[config.mk]
export PLATFORM = sky130hd
export DESIGN_NAME = riscv_muldiv_unit
export DESIGN_NICKNAME = d
export VERILOG_FILES = /design/src/rtl/riscv_m_pkg.sv /design/src/rtl/riscv_muldiv_unit.sv
export SDC_FILE = /design/constraint.sdc
export NUM_CORES = 1
export LEC_CHECK = 0
export CORE_MARGIN = 5
export CORE_UTILIZATION = 35
export CTS_BUF_LIST = sky130_fd_sc_hd__clkbuf_8
export CTS_CLUSTER_SIZE = 14
export DETAILED_ROUTE_END_ITERATION = 7
export PLACE_DENSITY = 0.48
export SETUP_SLACK_MARGIN = 0.3
export SLEW_MARGIN = 20
export SYNTH_ARGS = -nofsm -noshare
export SYNTH_HDL_FRONTEND = slang
export SYNTH_SLANG_ARGS = --single-unit
[constraint.sdc]
create_clock -name clk -period 7.95 [get_ports clk]
set_input_delay 1.1925 -clock clk [delete_from_list [all_inputs] [get_ports clk]]
set_output_delay 1.1925 -clock clk [all_outputs]
set_load 0.02 [all_outputs]
[src/rtl/riscv_m_pkg.sv]
// ---------------------------------------------------------------------------
// riscv_m_pkg
// Shared definitions for the RISC-V M-extension multiply/divide unit.
//   F3_*            funct3 encodings of the eight M-extension operations
//   muldiv_state_e  sequencer states of the iterative engine (3-bit encoding)
// ---------------------------------------------------------------------------
package riscv_m_pkg;

    localparam logic [2:0] F3_MUL    = 3'd0;
    localparam logic [2:0] F3_MULH   = 3'd1;
    localparam logic [2:0] F3_MULHSU = 3'd2;
    localparam logic [2:0] F3_MULHU  = 3'd3;
    localparam logic [2:0] F3_DIV    = 3'd4;
    localparam logic [2:0] F3_DIVU   = 3'd5;
    localparam logic [2:0] F3_REM    = 3'd6;
    localparam logic [2:0] F3_REMU   = 3'd7;

    typedef enum logic [2:0] {
        S_IDLE = 3'd0,
        S_PREP = 3'd1,
        S_CALC = 3'd2,
        S_FIX  = 3'd3,
        S_DONE = 3'd4
    } muldiv_state_e;

endpackage

[src/rtl/riscv_muldiv_unit.sv]
// ---------------------------------------------------------------------------
// riscv_muldiv_unit
// Iterative RV32M/RV64M multiply/divide engine. Multiplication is shift-add
// on operand magnitudes, division is restoring division on magnitudes; the
// sign is re-applied in a final fix-up cycle. One operation in flight at a
// time under a start/busy/done handshake.
//
// Ports
//   clk       in   system clock, all state on rising edge
//   reset     in   synchronous active-high reset
//   start_i   in   operation request, only honoured while idle
//   funct3_i  in   M-extension operation select (MUL..REMU)
//   a_i       in   rs1 operand, captured with start_i
//   b_i       in   rs2 operand, captured with start_i
//   busy_o    out  high from the cycle after an accepted start through done
//   done_o    out  one-cycle pulse, result_o valid in that cycle
//   result_o  out  result, held until the next accepted start
// ---------------------------------------------------------------------------
module riscv_muldiv_unit
    import riscv_m_pkg::*;
#(
    parameter int XLEN = 32
) (
    input  logic            clk,
    input  logic            reset,
    input  logic            start_i,
    input  logic [2:0]      funct3_i,
    input  logic [XLEN-1:0] a_i,
    input  logic [XLEN-1:0] b_i,
    output logic            busy_o,
    output logic            done_o,
    output logic [XLEN-1:0] result_o
);

    localparam int CNT_W = $clog2(XLEN) + 1;
    localparam int IDX_W = $clog2(XLEN);
    localparam logic [XLEN-1:0] MIN_NEG = {1'b1, {(XLEN-1){1'b0}}};

    muldiv_state_e state_q, state_d;

    logic [2:0]        op_q;
    logic [XLEN-1:0]   a_q;
    logic [XLEN-1:0]   b_q;
    logic              neg_res_q;
    logic              neg_rem_q;
    logic [2*XLEN-1:0] acc_q;
    logic [CNT_W-1:0]  cnt_q;
    logic [XLEN-1:0]   result_q;

    // Operand decode: which operands are signed, their magnitudes, and the
    // divide corner cases that bypass the iterative loop.
    logic            is_div;
    logic            div_signed;
    logic            a_signed;
    logic            b_signed;
    logic            a_neg;
    logic            b_neg;
    logic [XLEN-1:0] a_mag;
    logic [XLEN-1:0] b_mag;
    logic            div_by_zero;
    logic            div_overflow;
    logic            special;
    logic [XLEN-1:0] special_res;

    always_comb begin
        is_div       = op_q[2];
        div_signed   = (op_q == F3_DIV) || (op_q == F3_REM);
        a_signed     = (op_q == F3_MULH) || (op_q == F3_MULHSU) || div_signed;
        b_signed     = (op_q == F3_MULH) || div_signed;
        a_neg        = a_signed && a_q[XLEN-1];
        b_neg        = b_signed && b_q[XLEN-1];
        a_mag        = a_neg ? (~a_q + 1'b1) : a_q;
        b_mag        = b_neg ? (~b_q + 1'b1) : b_q;
        div_by_zero  = is_div && (b_q == '0);
        div_overflow = div_signed && (a_q == MIN_NEG) && (b_q == '1);
        special      = div_by_zero || div_overflow;
        special_res  = '0;
        // funct3 bit 1 distinguishes the remainder ops from the quotient ops
        if (div_by_zero) begin
            special_res = op_q[1] ? a_q : '1;
        end else if (div_overflow) begin
            special_res = op_q[1] ? '0 : a_q;
        end
    end

    // One iteration step. For multiply, bit idx of |b| gates |a|<<idx into
    // the accumulator. For divide, the upper half of the accumulator is the
    // partial remainder and the lower half collects quotient bits MSB-first.
    logic [IDX_W-1:0]  idx;
    logic [2*XLEN-1:0] partial;
    logic [XLEN:0]     rem_shift;
    logic [XLEN-1:0]   rem_sub;
    logic              rem_ge;
    logic [XLEN-1:0]   rem_next;
    logic [XLEN-1:0]   quo_next;

    always_comb begin
        idx       = cnt_q[IDX_W-1:0];
        partial   = b_q[idx] ? ({{XLEN{1'b0}}, a_q} << idx) : '0;
        rem_shift = {acc_q[2*XLEN-1:XLEN], a_q[idx]};
        rem_ge    = rem_shift >= {1'b0, b_q};
        // when rem_ge holds the difference is below the divisor, so the
        // XLEN-bit wrap-around subtraction is exact
        rem_sub   = rem_shift[XLEN-1:0] - b_q;
        rem_next  = rem_ge ? rem_sub : rem_shift[XLEN-1:0];
        quo_next  = acc_q[XLEN-1:0];
        quo_next[idx] = rem_ge;
    end

    // Sign fix-up and final result selection.
    logic [2*XLEN-1:0] prod_fix;
    logic [XLEN-1:0]   quo_fix;
    logic [XLEN-1:0]   rem_fix;
    logic [XLEN-1:0]   fix_res;

    always_comb begin
        prod_fix = neg_res_q ? (~acc_q + 1'b1) : acc_q;
        quo_fix  = neg_res_q ? (~acc_q[XLEN-1:0] + 1'b1) : acc_q[XLEN-1:0];
        rem_fix  = neg_rem_q ? (~acc_q[2*XLEN-1:XLEN] + 1'b1) : acc_q[2*XLEN-1:XLEN];
        fix_res  = '0;
        case (op_q)
            F3_MUL:                       fix_res = prod_fix[XLEN-1:0];
            F3_MULH, F3_MULHSU, F3_MULHU: fix_res = prod_fix[2*XLEN-1:XLEN];
            F3_DIV, F3_DIVU:              fix_res = quo_fix;
            default:                      fix_res = rem_fix;
        endcase
    end

    // Sequencer state register.
    always_ff @(posedge clk) begin
        if (reset) begin
            state_q <= S_IDLE;
        end else begin
            state_q <= state_d;
        end
    end

    // Next-state logic: corner-case divides skip straight from PREP to DONE.
    always_comb begin
        state_d = state_q;
        case (state_q)
            S_IDLE:  if (start_i) state_d = S_PREP;
            S_PREP:  state_d = special ? S_DONE : S_CALC;
            S_CALC:  if (cnt_q == '0) state_d = S_FIX;
            S_FIX:   state_d = S_DONE;
            S_DONE:  state_d = S_IDLE;
            default: state_d = S_IDLE;
        endcase
    end

    // Datapath registers. Operands are replaced by their magnitudes in PREP,
    // so the raw inputs are never consulted after the start cycle.
    always_ff @(posedge clk) begin
        if (reset) begin
            op_q      <= '0;
            a_q       <= '0;
            b_q       <= '0;
            neg_res_q <= 1'b0;
            neg_rem_q <= 1'b0;
            acc_q     <= '0;
            cnt_q     <= '0;
            result_q  <= '0;
        end else begin
            case (state_q)
                S_IDLE: begin
                    if (start_i) begin
                        op_q <= funct3_i;
                        a_q  <= a_i;
                        b_q  <= b_i;
                    end
                end
                S_PREP: begin
                    a_q       <= a_mag;
                    b_q       <= b_mag;
                    neg_res_q <= a_neg ^ b_neg;
                    neg_rem_q <= a_neg;
                    acc_q     <= '0;
                    cnt_q     <= CNT_W'(XLEN - 1);
                    if (special) begin
                        result_q <= special_res;
                    end
                end
                S_CALC: begin
                    if (is_div) begin
                        acc_q <= {rem_next, quo_next};
                    end else begin
                        acc_q <= acc_q + partial;
                    end
                    cnt_q <= cnt_q - 1'b1;
                end
                S_FIX: begin
                    result_q <= fix_res;
                end
                default: begin
                end
            endcase
        end
    end

    assign busy_o   = (state_q != S_IDLE);
    assign done_o   = (state_q == S_DONE);
    assign result_o = result_q;

endmodule

Yosys cells after proc, flatten, opt, wreduce, memory -nomap -nowiden
Cells that the tools add are included.
{"block": "totals", "register_bits": 174, "inputBits": 70, "output_inout_bits": 34}
{"block": "classes", "add_sub_neg": 8, "n_lt_le_gt_ge": 3, "n_eq_ne": 17, "n_shift": 1, "muxes": 32, "n_bitwise": 6, "reduce_logical": 26}
{"cell": "two-way mux 32 bit", "count": 12}
{"cell": "two-way mux 64 bit", "count": 3}
{"cell": "case mux 32 bit (2 select lines)", "count": 3}
{"cell": "adder 32 x 1 -> 32 bit (second input constant)", "count": 4}
{"cell": "NOT 32 bit", "count": 4}
{"cell": "case mux 64 bit (2 select lines)", "count": 1}
{"cell": "case mux 32 bit (3 select lines)", "count": 1}
{"cell": "adder 64 x 1 -> 64 bit (second input constant)", "count": 1}
{"cell": "adder 64 bit", "count": 1}
{"cell": "equality test 32 bit (second input constant)", "count": 2}
{"cell": "NOT 64 bit", "count": 1}
{"cell": "left shift 32 x 5 -> 64 bit", "count": 1}
{"cell": ">= comparator 33 x 32 -> 1 bit", "count": 1}
{"cell": "bitwise mux 32 bit", "count": 1}
{"cell": "zero test 32 bit", "count": 1}
{"cell": "subtractor 32 bit", "count": 1}
{"cell": "equality test 3 x 2 -> 1 bit (second input constant)", "count": 4}
{"cell": "equality test 3 bit (second input constant)", "count": 4}
{"cell": "case mux 3 bit (4 select lines)", "count": 1}
{"cell": "case mux 6 bit (2 select lines)", "count": 1}
{"cell": "binary-select mux 1 bit (select 5 bit)", "count": 2}
{"cell": "!= test 2 bit (second input constant)", "count": 5}
{"cell": "two-way mux 3 bit", "count": 3}
{"cell": "equality test 3 x 1 -> 1 bit (second input constant)", "count": 2}
{"cell": "other kinds (16)", "count": 33}

Depth between registers and ports, before layout
Gate-level depths: netlist of the first run.
{"block": "logic_depth", "word_depth": 8, "mapped_depth": 24, "mapped_depth_nobuf": 21}

Least setup slack after synthesis of the first run
No wires, ideal clock.
{"block": "synth_path", "kind": "register to register", "from": "register cnt_q[0]", "to": "register acc_q[54]", "setup_ns": 0.122, "arrival_ns": 5.130, "required_ns": 7.828, "slack_ns": 2.698, "stages_incl_launch_ff": 24, "n_path_buf": 4, "period_less_slack_ns": 5.252, "cell_sequence": "dfxtp_1 buf_2 mux4_2 nand2_1 o21ai_0 nand2_1 nand3_1 a221oi_1 or2_2 buf_2 buf_1 o22ai_1 ha_1 clkbuf_1 a21oi_1 o21a_1 o211ai_1 a41o_1 a211o_1 a31o_2 a31oi_1 xor2_1 nor2_1 a221o_1"}
{"block": "synth_between", "elab_chain_len": 6, "elab_cells_between_ends": 12, "classes_between": "2 x add/sub; 1 x order compare; 1 x shift; 8 x mux"}
{"item": "start, declared", "line_no": "riscv_muldiv_unit.sv:47", "source": "logic [CNT_W-1:0] cnt_q;"}
{"item": "start signal, assigned", "line_no": "riscv_muldiv_unit.sv:178", "source": "cnt_q <= CNT_W'(XLEN - 1);"}
{"item": "start signal, assigned", "line_no": "riscv_muldiv_unit.sv:189", "source": "cnt_q <= cnt_q - 1'b1;"}
{"item": "binary-select mux 1 bit (select 5 bit), on equally long branches", "line_no": "riscv_muldiv_unit.sv:99, riscv_muldiv_unit.sv:100"}
{"item": "two-way mux 1 bit, on equally long branches", "line_no": "riscv_muldiv_unit.sv:99, riscv_muldiv_unit.sv:100"}
{"item": "two-way mux 64 bit (tied with other cells)", "line_no": "riscv_muldiv_unit.sv:99", "source": "partial = b_q[idx] ? ({{XLEN{1'b0}}, a_q} << idx) : '0;"}
{"item": "adder 64 bit or two-way mux 32 bit (tied branches)", "line_no": "riscv_muldiv_unit.sv:187, riscv_muldiv_unit.sv:105"}
{"item": "two-way mux 64 bit *", "line_no": "riscv_muldiv_unit.sv:184", "source": "if (is_div) begin"}
{"item": "case mux 64 bit (2 select lines) *", "line_no": "riscv_muldiv_unit.sv:164", "source": "case (state_q)"}
{"item": "end signal, assigned", "line_no": "riscv_muldiv_unit.sv:185", "source": "acc_q <= {rem_next, quo_next};"}
{"item": "end signal, assigned", "line_no": "riscv_muldiv_unit.sv:187", "source": "acc_q <= acc_q + partial;"}
{"item": "end, declared", "line_no": "riscv_muldiv_unit.sv:46", "source": "logic [2*XLEN-1:0] acc_q;"}
Every way passes the cells marked *; elsewhere a longest branch is shown, timed or not. The select of a mux whose other input is x is not followed.
A chain may end at the register's enable or synchronous reset.

Worst setup path in the final report of the first run
{"block": "layout_path", "from": "register cnt_q[0]", "to": "register acc_q[45]"}
Same word-level chain as after synthesis.

==> results.yml, run 1 <==
grt:
  grt_use_met3_pct: 5.36
  grt_overflow: 0
  grt_antenna_before_repair: 5
  grt_usage_pct: 29.5
  grt_first_pass_wirelength_microns: 138000
  busiest_layer: "met2"
  use_met1_pct: 39.7
  grt_use_met2_pct: 47.6
  grt_max_degree: 99
  grt_pass1_vias: 21000
timing:
  tightest_slew_ns: 1.15
  fin_skew_ns: 0.0235
  finalSetupViolCount: 0
  finalCriticalPeriod_ns: 6.63
  timing.slew.headroom_pct: 22.9
  fin_ws_ns: 1.32
  fin_tns_setup_ns: 0
  final-hold-violation-count: 0
  fin_crit_sh_pct: 83.4
  rsz0062_at_grt: "false"
  clock.fmax_mhz: 151
  slew_violations: 0
critical_path:
  crit_fanout: 13
  cpMostUsedCell: "o21ai_0"
  cp.required_ns: 8.46
  critPathSlowestCell: "a221oi_1"
  worstSetupEndpointType: "flip-flop"
  max_stage_delay_ns: 0.73
  critPathKind: "reg -> reg"
  cp.arrival_ns: 7.15
  cp_cell_sequence: "mux4_2 -> nand2_1 -> o21ai_0 -> nand2_1 -> nand3_1 -> a221oi_1 -> or3_1 -> nor2_1 -> ha_1 -> a2111oi_0 -> o21ai_0 -> a31oi_1 -> o21ai_0 -> a31oi_1 -> o21ai_0 -> a21boi_0 -> xnor2_1 -> a22oi_1 -> o22ai_1"
  start_kind: "flip-flop"
placed_design:
  gp_congestion: 1.00
  io_buffers: 103
  hpwl_microns: 70500
  pre_cts_slack_ns: 1.59
yosys:
  synth_flop_cell: "dfxtp_1"
  synth_mux_area_share_pct: 6.56
  synth-xor-area-share_pct: 6.93
  yosysTopAreaCellShare_pct: 17.7
  ys_ff_latch: 174
  synth_fa_ha_area_share_pct: 6.80
  synth_nets: 3049
  synth-edff-count: 0
  ys_seq_area_share_pct: 17.7
  yosys_warnings: 0
  synth_top_area_cell: "dfxtp_1"
  ys_types: 89
  synth_top_family_by_area: "compound AO/OA/AOI/OAI gates"
  yosys-top-cells-area: "dfxtp_1 (18%), a21oi_1 (7.2%), nor2_1 (7.0%)"
  syn_area_sq_mm: 0.0197
  synthCells: 2873
  yosys-top-cells-count: "nor2_1 (368), a21oi_1 (283), nand2_1 (258)"
  synth-compound-area-share_pct: 32.0
  synth.avg_cell_area_sq_um: 6.87
  synthArstFlopShare_pct: 0
  yosys.area_share.simple_pct: 23.9
  synth.most_common_cell: "nor2_1"
clock_tree:
  clock_latency_ns: 0.61
  cts_root_buffer: "clkbuf_8"
  holdBufCountCts: 0
  htree_num_levels: 4
  cts_resized: 0
  path_clk_slew_ns: 0.12
  cts_made_buffers: 17
  clk_path_buf_depth: 2
  clock-sinks: 174
  cts_tree: "yes"
  post-cts-setup-buffers: 0
final_layout:
  seqCellArea_sq_mm: 0.00349
  area_growth_pct: 9.83
  fin_nets: 2978
  drive_gt1_share_pct: 6.54
  fill_cells: 6027
  diodes: 0
  multi_input_area_sq_mm: 0.0151
power_and_ir_drop:
  seqPwrFrac_pct: 32.0
  switchingPower_uw: 1620
  max-vdd-ir-drop_uv: 141
  p_per_area_mw_per_mm2: 153
  leakagePower_uw: 0.00822
  clkPwrFrac_pct: 22.8
  power.internal_uw: 1700
  swShare_pct: 48.7
  p_comb_share_pct: 45.2
run_status:
  outcome: "complete, no violations"
route:
  wirelength_microns: 93500
  via_count: 22600
  drt_iter0_markers: 2744
  wl_per_cell_microns: 26.2
  dr.pass1.iters: 7
  vias_per_cell: 6.32
  drc_errors: 0
  ant_nets: 0
floorplanning:
  die_w_microns: 247
  ios: 104
  dieArea_sq_mm: 0.0612
  die_h_microns: 247
  rows: 87
  core_sq_mm: 0.0562
  start_util_pct: 35.1
run:
  maxCapViolCount: 0
hold_path:
  hp-class: "reg -> reg"
-- final cells by class --
cell class	instances	share of cell area, %
clock buffer	17	1.08
clock inverter	15	1.00
inverter	68	1.18
multi-input combinational	2388	69.8
sequential	174	16.1
tap	756	4.37
timing repair buffer	153	6.50
-- final timing paths --
path	from	to	slack (ns)	cells after the start
worst min register to register	cnt_q[3]	cnt_q[3]	0.49	1
worst min-delay path	cnt_q[3]	cnt_q[3]	0.49	1
worst max-delay path	cnt_q[0]	acc_q[45]	1.32	19
worst max register to register	cnt_q[0]	acc_q[45]	1.32	19
-- flip-flops by register name (all words and copies together), names as in the netlist --
| name | count |
|---|---|
| acc_q | 64 |
| a_q | 32 |
| b_q | 32 |
| result_o | 32 |
| cnt_q | 6 |
| op_q | 3 |
| state_q | 3 |
| neg_rem_q | 1 |
| neg_res_q | 1 |
-- cells in the final DEF (no fill, tap or decap), types with 66 or more instances in the layout --
| cell type | Yosys | routed |
|---|---|---|
| a21oi_1 | 283 | 283 |
| a22oi_1 | 66 | 66 |
| clkdlybuf4s50_1 | 0 | 102 |
| dfxtp_1 | 174 | 169 |
| ha_1 | 104 | 104 |
| inv_1 | 67 | 67 |
| nand2_1 | 258 | 258 |
| nor2_1 | 368 | 362 |
| nor3_1 | 86 | 84 |
| o21ai_0 | 239 | 239 |
| o22ai_1 | 73 | 73 |
| xnor2_1 | 66 | 66 |
| xor2_1 | 90 | 90 |
-- layer usage --
metal	up-vias	routed length, microns	part of all wire, %
met5	-	26	0.028
met2	1022	42300	45
li1	10500	-	-
met4	2	3710	4.0
met3	196	7150	7.6
met1	10900	40300	43
-- critical path, delay by kind of cell (launching register included) --
family / cells / cell delay, ns
DFF: 1 / 0.49
muxes: 1 / 0.52
xor gates and xnor gates: 1 / 0.15
AOI/OAI and AO/OA: 11 / 4.02
adders and majority gates: 1 / 0.37
and+or+nand+nor: 5 / 0.99
-- power groups by stage --
stage | Combinational (uW) | Sequential [uW] | Clock, uW
3_5_place_dp | 1460 | 1080 | 0
2_1_floorplan | 1040 | 988 | 0
3_3_place_gp | 1460 | 1080 | 0
4_1_cts | 1470 | 1060 | 771
6_report | 1500 | 1060 | 757
5_1_grt | 1610 | 1070 | 806
-- through the flow --
| step | util (%) | total power (uW) | area [sq um] | hold slack [ns] | std cells |
|---|---|---|---|---|---|
| detailed placement | 37.8 | 2540 | 21200 | 0.461 | 3539 |
| floorplan | - | 2030 | 19700 | 0.487 | 2873 |
| CTS | 38.6 | 3300 | 21700 | 0.485 | 3571 |
| global placement | 37.8 | 2530 | 21200 | 0.456 | 3539 |
| finish | 38.6 | 3320 | 21700 | 0.490 | 3571 |
| global route | 38.6 | 3480 | 21700 | 0.506 | 3571 |
-- logic make-up after synthesis --
kind of cell | after synthesis
buf+inv | 311
simple gates | 1013
compound gates | 1008
fa+ha+maj | 106
mux | 105
xor+xnor | 156
flops | 174
No activity file was read; power rests on OpenSTA's default activity.
==> run 2, diff against run 1 <==
Clock period 7.95 ns to 6.9 ns, I/O delays scaled along.
==> run 2 against run 1 <==
  * Via count grew 0.53%
  * Die area unchanged
  * Non-clock buffer count grew 17
  * Global-route usage rose by 0.68 points
  * Clock power shrank 1%
  * Largest power group unchanged
  * Sequential share of layout area about the same
  * Hold slack improved by 0.0074 ns
  * Final cell count is 0.50% higher
  * Highest routed layer is now met4
  * Worst setup slack lost 0.49 ns
  * Combinational power is 18% higher
  * Flip-flop and latch count unchanged
  * Fmax increased by 9.3%
==> results.yml, run 2 (synthesized netlist as in run 1, its figures left out) <==
floorplanning:
  ios: 104
  start_util_pct: 35.1
  rows: 87
  dieArea_sq_mm: 0.0612
  die_w_microns: 247
  core_sq_mm: 0.0562
  die_h_microns: 247
placed_design:
  hpwl_microns: 72700
  pre_cts_slack_ns: 0.550
  io_buffers: 103
  gp_congestion: 1.01
grt:
  grt_antenna_before_repair: 4
  grt_max_degree: 100
  grt_pass1_vias: 21400
  grt_usage_pct: 30.2
  grt_first_pass_wirelength_microns: 141000
  grt_overflow: 0
power_and_ir_drop:
  p_comb_share_pct: 47.3
  leakagePower_uw: 0.00827
  max-vdd-ir-drop_uv: 156
  seqPwrFrac_pct: 32.7
  clkPwrFrac_pct: 20.0
  swShare_pct: 48.4
  power.internal_uw: 1930
  p_per_area_mw_per_mm2: 172
  switchingPower_uw: 1810
critical_path:
  crit_start: "cnt_q[0]"
  reg2reg_from: "cnt_q[0]"
  worstSetupEndpointType: "flip-flop"
  cp_cell_sequence: "mux4_2 -> nand2_1 -> o21ai_1 -> nand2_1 -> nand3_1 -> a221oi_2 -> or3_1 -> nor2_1 -> ha_1 -> a2111oi_0 -> o21ai_0 -> a31oi_1 -> o21ai_0 -> a31oi_2 -> o21ai_0 -> a21boi_0 -> xnor2_1 -> a22oi_1 -> o22ai_1"
  crit_fanout: 9
  start_kind: "flip-flop"
  critPathBufInv: 0
  rrSetupSlack_ns: 0.83
  critPathKind: "reg -> reg"
  cp.required_ns: 7.41
  regToRegEndpoint: "acc_q[45]"
  cp.arrival_ns: 6.58
  cpMostUsedCell: "o21ai_0"
  max_stage_delay_ns: 0.53
  critPathSlowestCell: "mux4_2"
  cp_top_family: "compound AO/OA/AOI/OAI gates"
  reg2reg_depth: 19
clock_tree:
  clock_latency_ns: 0.59
  cts_root_buffer: "clkbuf_8"
  path_clk_slew_ns: 0.11
  cts_tree: "yes"
  cts_made_buffers: 17
  holdBufCountCts: 0
  post-cts-setup-buffers: 0
  htree_num_levels: 4
  clk_path_buf_depth: 2
  clock-sinks: 174
timing:
  tightest_slew_ns: 1.15
  clock.fmax_mhz: 165
  timing.slew.headroom_pct: 23.0
  final-hold-violation-count: 0
  rsz0062_at_grt: "false"
  fin_skew_ns: 0.0265
  fin_tns_setup_ns: 0
  fin_crit_sh_pct: 88.0
  fin_ws_ns: 0.829
  slew_violations: 0
  finalSetupViolCount: 0
  finalCriticalPeriod_ns: 6.07
route:
  ant_nets: 0
  drc_errors: 0
  drt_iter0_markers: 2640
  wl_per_cell_microns: 26.6
  dr.pass1.iters: 7
  vias_per_cell: 6.32
  wirelength_microns: 95300
  via_count: 22700
final_layout:
  final_cell_mix: "nor2_1 (363), a21oi_1 (283), nand2_1 (258), o21ai_0 (238), dfxtp_1 (169)"
  fin_nets: 2995
  largest_reg_flops: 64
  regMostFlops: "acc_q"
  area_growth_pct: 10.2
  drive_gt1_share_pct: 7.03
  layout_commonest_cell: "nor2_1"
hold_path:
  hold-path-cell-count: 2
  hp-class: "reg -> reg"
  holdPathEnd: "result_o[26]"
  hp-start: "result_o[26]"
run_status:
  outcome: "complete, no violations"
run:
  maxCapViolCount: 0
## run 2: metal layers
metal	routed length [microns]	track usage, %	vias up	part of all wire (%)
li1	-	-	10500	-
met1	41100	40.2	11000	43
met2	43100	48.4	990	45
met3	7010	5.36	203	7.3
met4	4160	12.6	0	4.4
met5	0	0	-	0
## run 2: final cells by class
type | count | area [sq um]
fillers | 6014 | 34400
multi-input cells | 2388 | 15100
flip-flops and latches | 174 | 3490
repair buffers | 170 | 1560
well taps | 756 | 946
inverters | 68 | 255
clock buffers | 18 | 248
clock inverters | 14 | 109
diodes | 1 | 2.50
## run 2: worst reg2reg max path: stages (launching register included)
cell and delay, ns:
dfxtp_4 0.47, mux4_2 0.53, nand2_1 0.08, o21ai_1 0.18, nand2_1 0.32, nand3_1 0.13, a221oi_2 0.46, or3_1 0.29
nor2_1 0.09, ha_1 0.37, a2111oi_0 0.50, o21ai_0 0.31, a31oi_1 0.48, o21ai_0 0.32, a31oi_2 0.49, o21ai_0 0.26
a21boi_0 0.27, xnor2_1 0.15, a22oi_1 0.09, o22ai_1 0.21
## run 2: power groups by stage
stage | registers, uW | logic (uW) | clock network [uW]
finish | 1220 | 1770 | 746
global route | 1230 | 1900 | 795
CTS | 1220 | 1730 | 759
detailed placement | 1240 | 1720 | 0
global placement | 1240 | 1720 | 0
floorplan | 1140 | 1200 | 0
## run 2: worst max path at each step
stage,end,cells after the start
6_report,acc_q[45],19
5_1_grt,acc_q[45],19
4_1_cts,acc_q[45],19
3_5_place_dp,acc_q[45],19
3_3_place_gp,acc_q[45],20
2_1_floorplan,acc_q[54],23
## run 2: per-stage QoR
stage	std cells	util [%]	cell area, sq um	power [uW]	hold slack [ns]
after floorplan	2873	-	19700	2340	0.487
after global placement	3556	38.0	21400	2960	0.472
after detailed placement	3556	38.0	21400	2960	0.482
after CTS	3588	38.7	21700	3710	0.501
after global routing	3588	38.7	21700	3920	0.523
final	3589	38.7	21700	3730	0.498
## run 2: repair_timing
action	in CTS	in global routing
resized for setup	0	3
endpoints found under the hold margin	0	0
endpoints found under the setup margin	0	9
==> run 3, diff against run 2 <==
Settings changed: CORE_UTILIZATION 35 to 45, CTS_BUF_LIST sky130_fd_sc_hd__clkbuf_8 to not set, PLACE_DENSITY 0.48 to 0.6.
==> run 3 against run 2 <==
  * Routed wire length fell by 5.2%
  * Non-clock buffer count fell by 1
  * Fmax fell by 4.3%
  * Register-to-register slack got worse by 0.27 ns
  * Global-route usage rose by 6.3 points
  * Flip-flop and latch count did not move
  * Critical path type unchanged
  * Via count rose by 1.2%
  * Sequential power barely moved
  * Die area fell by 21%
  * Highest routed layer unchanged
==> results.yml, run 3 (synthesized netlist as in run 1, its figures left out) <==
critical_path:
  cp.required_ns: 7.30
  regToRegEndpoint: "acc_q[54]"
  critPathKind: "reg -> reg"
  critPathBufInv: 1
  rrSetupSlack_ns: 0.56
  critPathSlowestCell: "o21ai_0"
  worstSetupEndpointType: "flip-flop"
  cp_cell_sequence: "mux4_2 -> o21ai_0 -> nand2_1 -> nand3_1 -> a221oi_1 -> buf_4 -> or3_1 -> nor2_1 -> ha_1 -> a21o_1 -> or3_1 -> o21ai_0 -> a21oi_1 -> a31o_2 -> a31o_2 -> a31oi_1 -> xor2_1 -> nor2_1 -> a221o_1"
  max_stage_delay_ns: 0.60
  reg2reg_depth: 19
  cp.arrival_ns: 6.74
  cp_top_family: "compound AO/OA/AOI/OAI gates"
  crit_fanout: 9
  start_kind: "flip-flop"
  reg2reg_from: "cnt_q[0]"
final_layout:
  fill_cells: 4460
  fin_nets: 2994
  layout_commonest_cell: "nor2_1"
  largest_reg_flops: 64
  area_growth_pct: 9.84
  final_cell_mix: "nor2_1 (362), a21oi_1 (283), nand2_1 (258), o21ai_0 (238), dfxtp_1 (169)"
  final_cell_area_sq_mm: 0.0217
  drive_gt1_share_pct: 6.99
  regMostFlops: "acc_q"
hold_path:
  hp-class: "reg -> reg"
  hold-path-cell-count: 2
  hp-start: "neg_rem_q"
  holdPathEnd: "neg_rem_q"
route:
  vias_per_cell: 6.72
  wirelength_microns: 90400
  drt_iter0_markers: 2824
  dr.pass1.iters: 8
  wl_per_cell_microns: 26.4
  drc_errors: 0
  ant_nets: 0
  via_count: 23000
placed_design:
  io_buffers: 103
  place_area_sq_mm: 0.0211
  hpwl_microns: 69300
  gp_congestion: 1.05
floorplanning:
  rows: 76
  core_sq_mm: 0.0433
  die_h_microns: 219
  ios: 104
  die_w_microns: 219
  start_util_pct: 45.6
  dieArea_sq_mm: 0.0481
clock_tree:
  htree_num_levels: 4
  cts_tree: "yes"
  clock-sinks: 174
  cts_made_buffers: 17
  clk_path_buf_depth: 2
  clock_latency_ns: 0.52
  post-cts-setup-buffers: 0
  path_clk_slew_ns: 0.07
  cts_root_buffer: "clkbuf_16"
timing:
  timing.slew.headroom_pct: 31.2
  finalSetupViolCount: 0
  fin_skew_ns: 0.0187
  fin_tns_setup_ns: 0
  finalCriticalPeriod_ns: 6.34
  rsz0062_at_grt: "false"
  slew_violations: 0
  fin_crit_sh_pct: 91.9
  final-hold-violation-count: 0
  clock.fmax_mhz: 158
  tightest_slew_ns: 1.03
  whs_ns: 0.463
grt:
  grt_first_pass_wirelength_microns: 134000
  grt_pass1_vias: 21300
  grt_antenna_before_repair: 2
  grt_overflow: 0
  grt_usage_pct: 36.5
  grt_max_degree: 103
run:
  maxCapViolCount: 0
power_and_ir_drop:
  p_per_area_mw_per_mm2: 182
  leakagePower_uw: 0.00835
  max-vdd-ir-drop_uv: 153
run_status:
  outcome: "complete, no violations"
## run 3: changes by cell type in the layout (fill, tap and decap cells not counted), sizes merged
| cell | change |
|---|---|
| clkinvlp | -1 |
| buf | -1 |
| inv | +1 |
## run 3: report_power, final
group          internal (uW)  total (uW)  switching (uW)
Clock                    474         992             518
Sequential              1070        1220             158
Combinational            587        1720            1130
Total                   2130        3940            1810
## run 3: area by class of cell
cell class | instances | area [sq um] | area share (%)
Tap cell | 585 | 732 | 3.38
Sequential cell | 174 | 3490 | 16.1
Multi-Input combinational cell | 2388 | 15100 | 69.7
Timing Repair Buffer | 169 | 1520 | 7.03
Clock inverter | 14 | 124 | 0.572
Inverter | 68 | 255 | 1.18
Antenna cell | 1 | 2.50 | 0.0115
Clock buffer | 18 | 429 | 1.98
## run 3: stage by stage
stage	power [uW]	cells	setup WS (ns)	utilization (%)
6_report	3940	3417	0.559	50.1
3_5_place_dp	2900	3384	0.673	48.8
4_1_cts	3880	3416	0.666	50.1
5_1_grt	4110	3416	0.302	50.1
3_3_place_gp	2880	3384	0.827	48.8
2_1_floorplan	2340	2873	1.65	-
## run 3: timing repair
| action | 4_1_cts | 5_1_grt |
|---|---|---|
| endpoints found under the hold margin | 0 | 0 |
| endpoints found under the setup margin | 0 | 4 |
| gates resized for setup | 0 | 1 |
| hold buffers | 0 | 0 |
## run 3: tightest hold or removal path: stages (launching register included)
cell	delay, ns
dfxtp_1	0.31
nand2_1	0.05
a21oi_1	0.05
## run 3: worst max-delay path by stage
| stage | cells past startpoint | endpoint | startpoint | slack [ns] |
|---|---|---|---|---|
| floorplan | 23 | acc_q[54] | cnt_q[0] | 1.65 |
| global placement | 19 | acc_q[54] | cnt_q[0] | 0.83 |
| detailed placement | 19 | acc_q[45] | cnt_q[0] | 0.67 |
| CTS | 19 | acc_q[45] | cnt_q[0] | 0.67 |
| global route | 19 | acc_q[39] | cnt_q[0] | 0.30 |
| finish | 19 | acc_q[54] | cnt_q[0] | 0.56 |
## run 3: metal layers
metal | vias to the layer above | wire length [microns] | GRT usage, %
li1 | 10500 | - | -
met1 | 10800 | 36000 | 46.5
met2 | 1318 | 39400 | 56.5
met3 | 301 | 9260 | 9.26
met4 | 0 | 5670 | 20.1
met5 | - | 0 | 0
